==> config.mk <==
export PLATFORM = sky130hd
export DESIGN_NAME = unified_mem_arbiter
export DESIGN_NICKNAME = d
export VERILOG_FILES = /design/src/rtl/unified_mem_arbiter_pkg.sv /design/src/rtl/unified_mem_arbiter_perf_counter.sv /design/src/rtl/unified_mem_arbiter.sv
export SDC_FILE = /design/constraint.sdc
export NUM_CORES = 1
export LEC_CHECK = 0
export CORE_MARGIN = 1
export CORE_UTILIZATION = 32
export CTS_CLUSTER_DIAMETER = 30
export DETAILED_ROUTE_END_ITERATION = 16
export GPL_TIMING_DRIVEN = 0
export PLACE_DENSITY = 0.66
export SETUP_SLACK_MARGIN = 0.4
export SYNTH_ARGS = -nofsm -noshare
export SYNTH_HDL_FRONTEND = slang
export SYNTH_SLANG_ARGS = --single-unit
export TNS_END_PERCENT = 30
==> constraint.sdc <==
create_clock -name clk -period 4.2 [get_ports clk]
set_clock_uncertainty 0.05 [all_clocks]
set_input_delay 1.26 -clock clk [delete_from_list [all_inputs] [get_ports clk]]
set_output_delay 1.26 -clock clk [all_outputs]
set_load 0.03 [all_outputs]
==> src/rtl/unified_mem_arbiter_pkg.sv <==
// rtl/unified_mem_arbiter_pkg.sv - shared widths and FSM/owner types for the unified memory arbiter
package unified_mem_arbiter_pkg;

  localparam int MEM_ADDR_W = 32;
  localparam int MEM_DATA_W = 32;

  typedef enum logic [1:0] {
    IDLE = 2'd0,
    REQ  = 2'd1,
    RSP  = 2'd2
  } mem_arb_state_e;

  typedef enum logic {
    OWNER_I = 1'b0,
    OWNER_D = 1'b1
  } mem_arb_owner_e;

endpackage

==> src/rtl/unified_mem_arbiter_perf_counter.sv <==
// rtl/unified_mem_arbiter_perf_counter.sv - saturating 32-bit event counter used for arbiter wait statistics
module unified_mem_arbiter_perf_counter (
  input  logic        clk,
  input  logic        rst,
  input  logic        i_inc,
  output logic [31:0] o_count
);

  // Count qualifying cycles, sticking at all-ones instead of wrapping
  always_ff @(posedge clk) begin
    if (rst) begin
      o_count <= '0;
    end else if (i_inc && (o_count != 32'hFFFF_FFFF)) begin
      o_count <= o_count + 32'd1;
    end
  end

endmodule

==> src/rtl/unified_mem_arbiter.sv <==
// rtl/unified_mem_arbiter.sv - fetch/data arbiter for a single-ported unified memory (optional MEM_ARB_PERF_EN wait counters)
module unified_mem_arbiter
  import unified_mem_arbiter_pkg::*;
#(
  parameter int ADDR_WIDTH   = MEM_ADDR_W,
  parameter int DATA_WIDTH   = MEM_DATA_W,
  parameter int STARVE_LIMIT = 4
) (
  input  logic                    clk,
  input  logic                    rst,
  input  logic                    i_req_i,
  input  logic [ADDR_WIDTH-1:0]   i_addr_i,
  output logic                    i_gnt_o,
  output logic                    i_rvalid_o,
  output logic [DATA_WIDTH-1:0]   i_rdata_o,
  input  logic                    flush_i,
  input  logic                    d_req_i,
  input  logic                    d_we_i,
  input  logic [DATA_WIDTH/8-1:0] d_be_i,
  input  logic [ADDR_WIDTH-1:0]   d_addr_i,
  input  logic [DATA_WIDTH-1:0]   d_wdata_i,
  output logic                    d_gnt_o,
  output logic                    d_rvalid_o,
  output logic [DATA_WIDTH-1:0]   d_rdata_o,
  output logic                    m_req_o,
  output logic                    m_we_o,
  output logic [DATA_WIDTH/8-1:0] m_be_o,
  output logic [ADDR_WIDTH-1:0]   m_addr_o,
  output logic [DATA_WIDTH-1:0]   m_wdata_o,
  input  logic                    m_gnt_i,
  input  logic                    m_rvalid_i,
  input  logic [DATA_WIDTH-1:0]   m_rdata_i,
  output logic                    busy_o
`ifdef MEM_ARB_PERF_EN
  ,
  output logic [31:0]             perf_i_wait_o,
  output logic [31:0]             perf_d_wait_o
`endif
);

  localparam int BE_W  = DATA_WIDTH / 8;
  localparam int CNT_W = $clog2(STARVE_LIMIT + 1);
  localparam logic [CNT_W-1:0] LIMIT = CNT_W'(STARVE_LIMIT);

  mem_arb_state_e        r_state;
  mem_arb_owner_e        r_owner;
  logic [CNT_W-1:0]      r_starve_cnt;
  logic                  r_drop;
  logic                  r_we;
  logic [BE_W-1:0]       r_be;
  logic [ADDR_WIDTH-1:0] r_addr;
  logic [DATA_WIDTH-1:0] r_wdata;
  logic [DATA_WIDTH-1:0] r_i_rdata;
  logic [DATA_WIDTH-1:0] r_d_rdata;

  logic                  w_sel_d;
  logic                  w_sel_i;
  logic                  w_flush_hit;
  logic                  w_sel_we;
  logic [BE_W-1:0]       w_sel_be;
  logic [ADDR_WIDTH-1:0] w_sel_addr;
  logic [DATA_WIDTH-1:0] w_sel_wdata;

  // Data wins unless fetch has already waited through STARVE_LIMIT data grants
  assign w_sel_d = d_req_i && (!i_req_i || (r_starve_cnt < LIMIT));
  assign w_sel_i = i_req_i && !w_sel_d;

  // Fields of the winning port; a fetch is always a full-word read
  assign w_sel_we    = w_sel_d ? d_we_i    : 1'b0;
  assign w_sel_be    = w_sel_d ? d_be_i    : {BE_W{1'b1}};
  assign w_sel_addr  = w_sel_d ? d_addr_i  : i_addr_i;
  assign w_sel_wdata = w_sel_d ? d_wdata_i : '0;

  // A redirect only matters while a fetch owns the memory
  assign w_flush_hit = flush_i && (r_owner == OWNER_I) && (r_state != IDLE);

  // Memory request, grant pulses and response routing; everything is quiet while reset is high
  always_comb begin
    m_req_o    = 1'b0;
    m_we_o     = 1'b0;
    m_be_o     = '0;
    m_addr_o   = '0;
    m_wdata_o  = '0;
    i_gnt_o    = 1'b0;
    d_gnt_o    = 1'b0;
    i_rvalid_o = 1'b0;
    d_rvalid_o = 1'b0;
    if (!rst) begin
      case (r_state)
        IDLE: begin
          if (w_sel_d || w_sel_i) begin
            m_req_o   = 1'b1;
            m_we_o    = w_sel_we;
            m_be_o    = w_sel_be;
            m_addr_o  = w_sel_addr;
            m_wdata_o = w_sel_wdata;
            d_gnt_o   = w_sel_d && m_gnt_i;
            i_gnt_o   = w_sel_i && m_gnt_i;
          end
        end
        REQ: begin
          m_req_o   = 1'b1;
          m_we_o    = r_we;
          m_be_o    = r_be;
          m_addr_o  = r_addr;
          m_wdata_o = r_wdata;
          d_gnt_o   = (r_owner == OWNER_D) && m_gnt_i;
          i_gnt_o   = (r_owner == OWNER_I) && m_gnt_i;
        end
        RSP: begin
          if (m_rvalid_i) begin
            d_rvalid_o = (r_owner == OWNER_D);
            i_rvalid_o = (r_owner == OWNER_I) && !r_drop && !flush_i;
          end
        end
        default: ;
      endcase
    end
  end

  // Read data is visible in the response cycle and held afterwards
  assign i_rdata_o = i_rvalid_o ? m_rdata_i : r_i_rdata;
  assign d_rdata_o = d_rvalid_o ? m_rdata_i : r_d_rdata;
  assign busy_o    = !rst && (r_state != IDLE);

  // Transaction FSM: latch the winner in IDLE, hold it in REQ, wait for the response in RSP
  always_ff @(posedge clk) begin
    if (rst) begin
      r_state <= IDLE;
      r_owner <= OWNER_D;
      r_drop  <= 1'b0;
      r_we    <= 1'b0;
      r_be    <= '0;
      r_addr  <= '0;
      r_wdata <= '0;
    end else begin
      case (r_state)
        IDLE: begin
          if (w_sel_d || w_sel_i) begin
            r_owner <= w_sel_d ? OWNER_D : OWNER_I;
            r_we    <= w_sel_we;
            r_be    <= w_sel_be;
            r_addr  <= w_sel_addr;
            r_wdata <= w_sel_wdata;
            r_state <= m_gnt_i ? RSP : REQ;
          end
        end
        REQ: begin
          if (w_flush_hit) r_drop <= 1'b1;
          if (m_gnt_i) r_state <= RSP;
        end
        RSP: begin
          if (m_rvalid_i) begin
            r_state <= IDLE;
            r_drop  <= 1'b0;
          end else if (w_flush_hit) begin
            r_drop <= 1'b1;
          end
        end
        default: r_state <= IDLE;
      endcase
    end
  end

  // Consecutive data grants taken while fetch was waiting
  always_ff @(posedge clk) begin
    if (rst) begin
      r_starve_cnt <= '0;
    end else if (d_gnt_o && i_req_i) begin
      if (r_starve_cnt != LIMIT) r_starve_cnt <= r_starve_cnt + CNT_W'(1);
    end else if (d_gnt_o || i_gnt_o) begin
      r_starve_cnt <= '0;
    end
  end

  // Hold the last delivered read data for each port
  always_ff @(posedge clk) begin
    if (rst) begin
      r_i_rdata <= '0;
      r_d_rdata <= '0;
    end else begin
      if (i_rvalid_o) r_i_rdata <= m_rdata_i;
      if (d_rvalid_o) r_d_rdata <= m_rdata_i;
    end
  end

`ifdef MEM_ARB_PERF_EN
  unified_mem_arbiter_perf_counter u_perf_i (
    .clk     (clk),
    .rst     (rst),
    .i_inc   (i_req_i && !i_gnt_o),
    .o_count (perf_i_wait_o)
  );

  unified_mem_arbiter_perf_counter u_perf_d (
    .clk     (clk),
    .rst     (rst),
    .i_inc   (d_req_i && !d_gnt_o),
    .o_count (perf_d_wait_o)
  );
`endif

endmodule

==> results.ini <==
[finish]
fill_cells=1794
instances_no_fill=1360
final_util_pct=56.3
final_nets=1227
areaGrowthSynthToFinish_pct=70.1
drive_gt1_share_pct=30.6

[setup_path]
crit_path_max_fanout=7
cpMostUsedCell=buf_12
criticalPathCategory=in2out
startpoint=rst
reg2reg_setup_slack_ns=2.01
end_kind=output port
timing.rr.start=r_state[0]$_SDFFE_PP0P_
cp_cell_sequence=buf_12 -> nand3b_1 -> or4_4 -> buf_12 -> clkbuf_16 -> mux2_4 -> buf_6
critPathMaxStageDelay_ns=0.45
worst_setup_path_start_kind=input port
crit_path_top_delay_cell=or4_4
rr_worst_depth=6
r2r_end=r_owner$_SDFFE_PP1P_
required_ns=2.89
crit_end=i_rdata_o[2]
crit_arrival_ns=2.77

[global_routing]
grt_max_degree=17
grt_pass1_vias=6270
gr-usage-all-layers_pct=20.5
grt.overflow.total=0
grt_pass1_wl_mm=32.7
antenna_found_initial=1

[pwr]
vdd_drop_max_mv=0.282
p_leak_nw=4.68
p_total_mw=4.11
power-per-cell-area_mw_per_mm2=370

[floorplanning]
core_mm2=0.0197
start_util_pct=33.1
core.rowCount=51
die_area_mm2=0.0210
die_x_um=145
pin_count=279
die_y_um=145

[drt]
postRouteAntennaNets=0
post-route-drc-count=0
finalWirelength_mm=21.9
wl_met2_mm=10.4
wl_met3_mm=2.02
route.top_layer_used=met4
via_per_inst=4.74
wl_per_cell_um=16.1
drt-met1-wl_mm=9.19
drtIter0Drc=222
drt_pre_antenna_iters=4
vias=6449

[outcome]
status=completed

[yosys]
postSynthCellCount=763
synthXorXnorAreaFrac_pct=0
synth_edf_count=0
ys_types=37
ys_seq_elements=140
synth_top_family_by_area=simple AND/OR/NAND/NOR gates
synth-compound-area-share_pct=13.4
ys.warnings.count=0
synthArstFlopShare_pct=0
yosys.area_share.simple_pct=19.9
synthMuxAreaShare_pct=18.2
post-synth-top-area-cell=dfxtp_1
synthFlopType=dfxtp_1
yosys.area.top_type_share_pct=43.0
synth_adder_area_share_pct=0.959
ys_seq_area_share_pct=43.0
ys_top_cells_by_area=dfxtp_1 43%, nand2_1 12%, mux2_1 12%, a21oi_1 11%, mux2_4 6.7%
synth_area_mm2=0.00652
syn_avg_cell_area_um2=8.55
synth_nets=908

[job]
maxCapViolCount=0

[clocking]
cts.clk_slew.worst_paths_ns=0.06
cts_buffers=17
cts_tree=done
clk_latency_ns=0.42
h-tree-depth=4
ctsHoldBuffers=0
cts_sinks=140
cts-root-buf=clkbuf_16
clockBufferDepth=2

[timing]
worstMarginPinSlew_ns=0.655
slew_viol_final=0
maxSlewHeadroom_pct=56.0
period_needed_ns=4.08
post-route-period-util_pct=97.1
max_freq_mhz=245
rsz0062_at_grt=yes
tns_ns=0
setup_viol=0
finalHoldViolCount=0

[hold_path]
holdCritPathClass=reg2reg

[placed_design]
dp_hpwl_mm=15.9
dp_cells=1305
place.gp.congestion=0.787
portBuffers=277

-- per-layer routing --
layer  track usage, %  vias up
li1                 -     3186
met1             23.3     3040
met2             35.2      207
met3             8.59       16
met4             5.54        0
met5                0        -
-- logic make-up after synthesis --
family                   count (synthesis)
buffers and inverters                   66
AND/OR/NAND/NOR                        292
adder cells (fa/ha/maj)                  5
flip-flops                             140
AO/OA/AOI/OAI                          164
multiplexers                            96
-- critical path: cells and delay by family --
family | cells | cell delay (ns)
and+or+nand+nor | 2 | 0.61
buffers and inverters | 4 | 0.58
muxes | 1 | 0.30
-- worst min path at each step --
stage / startpoint / endpoint / slack (ns) / cells past startpoint
6_report: r_wdata[6]$_SDFFE_PP0P_ / r_wdata[6]$_SDFFE_PP0P_ / 0.40 / 2
5_1_grt: r_addr[11]$_SDFFE_PP0P_ / r_addr[11]$_SDFFE_PP0P_ / 0.42 / 2
4_1_cts: r_wdata[1]$_SDFFE_PP0P_ / r_wdata[1]$_SDFFE_PP0P_ / 0.40 / 2
3_5_place_dp: r_wdata[1]$_SDFFE_PP0P_ / r_wdata[1]$_SDFFE_PP0P_ / 0.40 / 2
3_3_place_gp: r_addr[22]$_SDFFE_PP0P_ / r_addr[22]$_SDFFE_PP0P_ / 0.39 / 2
2_1_floorplan: r_addr[0]$_SDFFE_PP0P_ / r_addr[0]$_SDFFE_PP0P_ / 0.39 / 2
-- state kept, by name, indices dropped and copies added, names as in the netlist --
| register | count |
|---|---|
| r_starve_cnt | 3 |
| r_wdata | 32 |
| r_addr | 32 |
| r_be | 4 |
| r_state | 2 |
| r_i_rdata | 32 |
| r_owner | 1 |
| r_d_rdata | 32 |
| r_drop | 1 |
| r_we | 1 |
-- layout make-up --
cell class,instances,area (µm²),area share [%]
inverter,8,30.0,0.271
clock buffer,18,429,3.87
timing repair buffer,300,2760,24.9
clock inverter,13,216,1.95
antenna,1,2.50,0.0226
sequential,140,2800,25.3
buffer,58,460,4.15
multi-input combinational,557,4060,36.6
tap,265,332,2.99
-- cell usage in the layout, fill, tap and decap left out, types with 7 or more instances in the layout --
master,n
mux2_4,38
a21oi_1,80
dlygate4sd2_1,11
nand2_1,196
buf_4,28
mux2_1,56
a21oi_2,22
dfxtp_1,140
buf_12,7
nor2_1,7
a21oi_4,39
buf_2,69
clkbuf_16,20
clkbuf_1,26
buf_6,53
nor2b_1,67
clkdlybuf4s50_1,134
clkbuf_2,8
-- report_power, final --
group | switching (mW) | internal (mW) | leakage (nW) | total, mW
Combinational | 0.581 | 0.421 | 3.22 | 1.00
Clock | 0.611 | 1.06 | 0.315 | 1.67
Sequential | 0.0351 | 1.40 | 1.14 | 1.44
-- through the flow --
stage | area (µm²) | worst slack, ns | hold WS (ns)
global route | 11100 | 0.0891 | 0.416
floorplan | 7060 | 0.329 | 0.387
finish | 11100 | 0.123 | 0.404
detailed placement | 10200 | -1.57 | 0.397
global placement | 10200 | -1.47 | 0.392
CTS | 10800 | 0.0548 | 0.405
-- timing repair --
action                     4_1_cts  5_1_grt
setup endpoints to repair      139      134
pin swaps                        4        7
cloned                           4        3
buffers inserted                 8        8
resized for setup              816       59
-- Yosys cell counts, types with 3 or more instances --
| library cell | count |
|---|---|
| a21oi_1 | 141 |
| inv_1 | 6 |
| buf_6 | 5 |
| buf_2 | 11 |
| nand2_1 | 207 |
| buf_1 | 3 |
| mux2_4 | 29 |
| clkbuf_1 | 39 |
| mux2_1 | 67 |
| dfxtp_1 | 140 |
| nor2b_1 | 67 |
| ha_1 | 5 |
| nor2_1 | 8 |
| o21ai_1 | 6 |
Power figures use the tool's default switching activity.
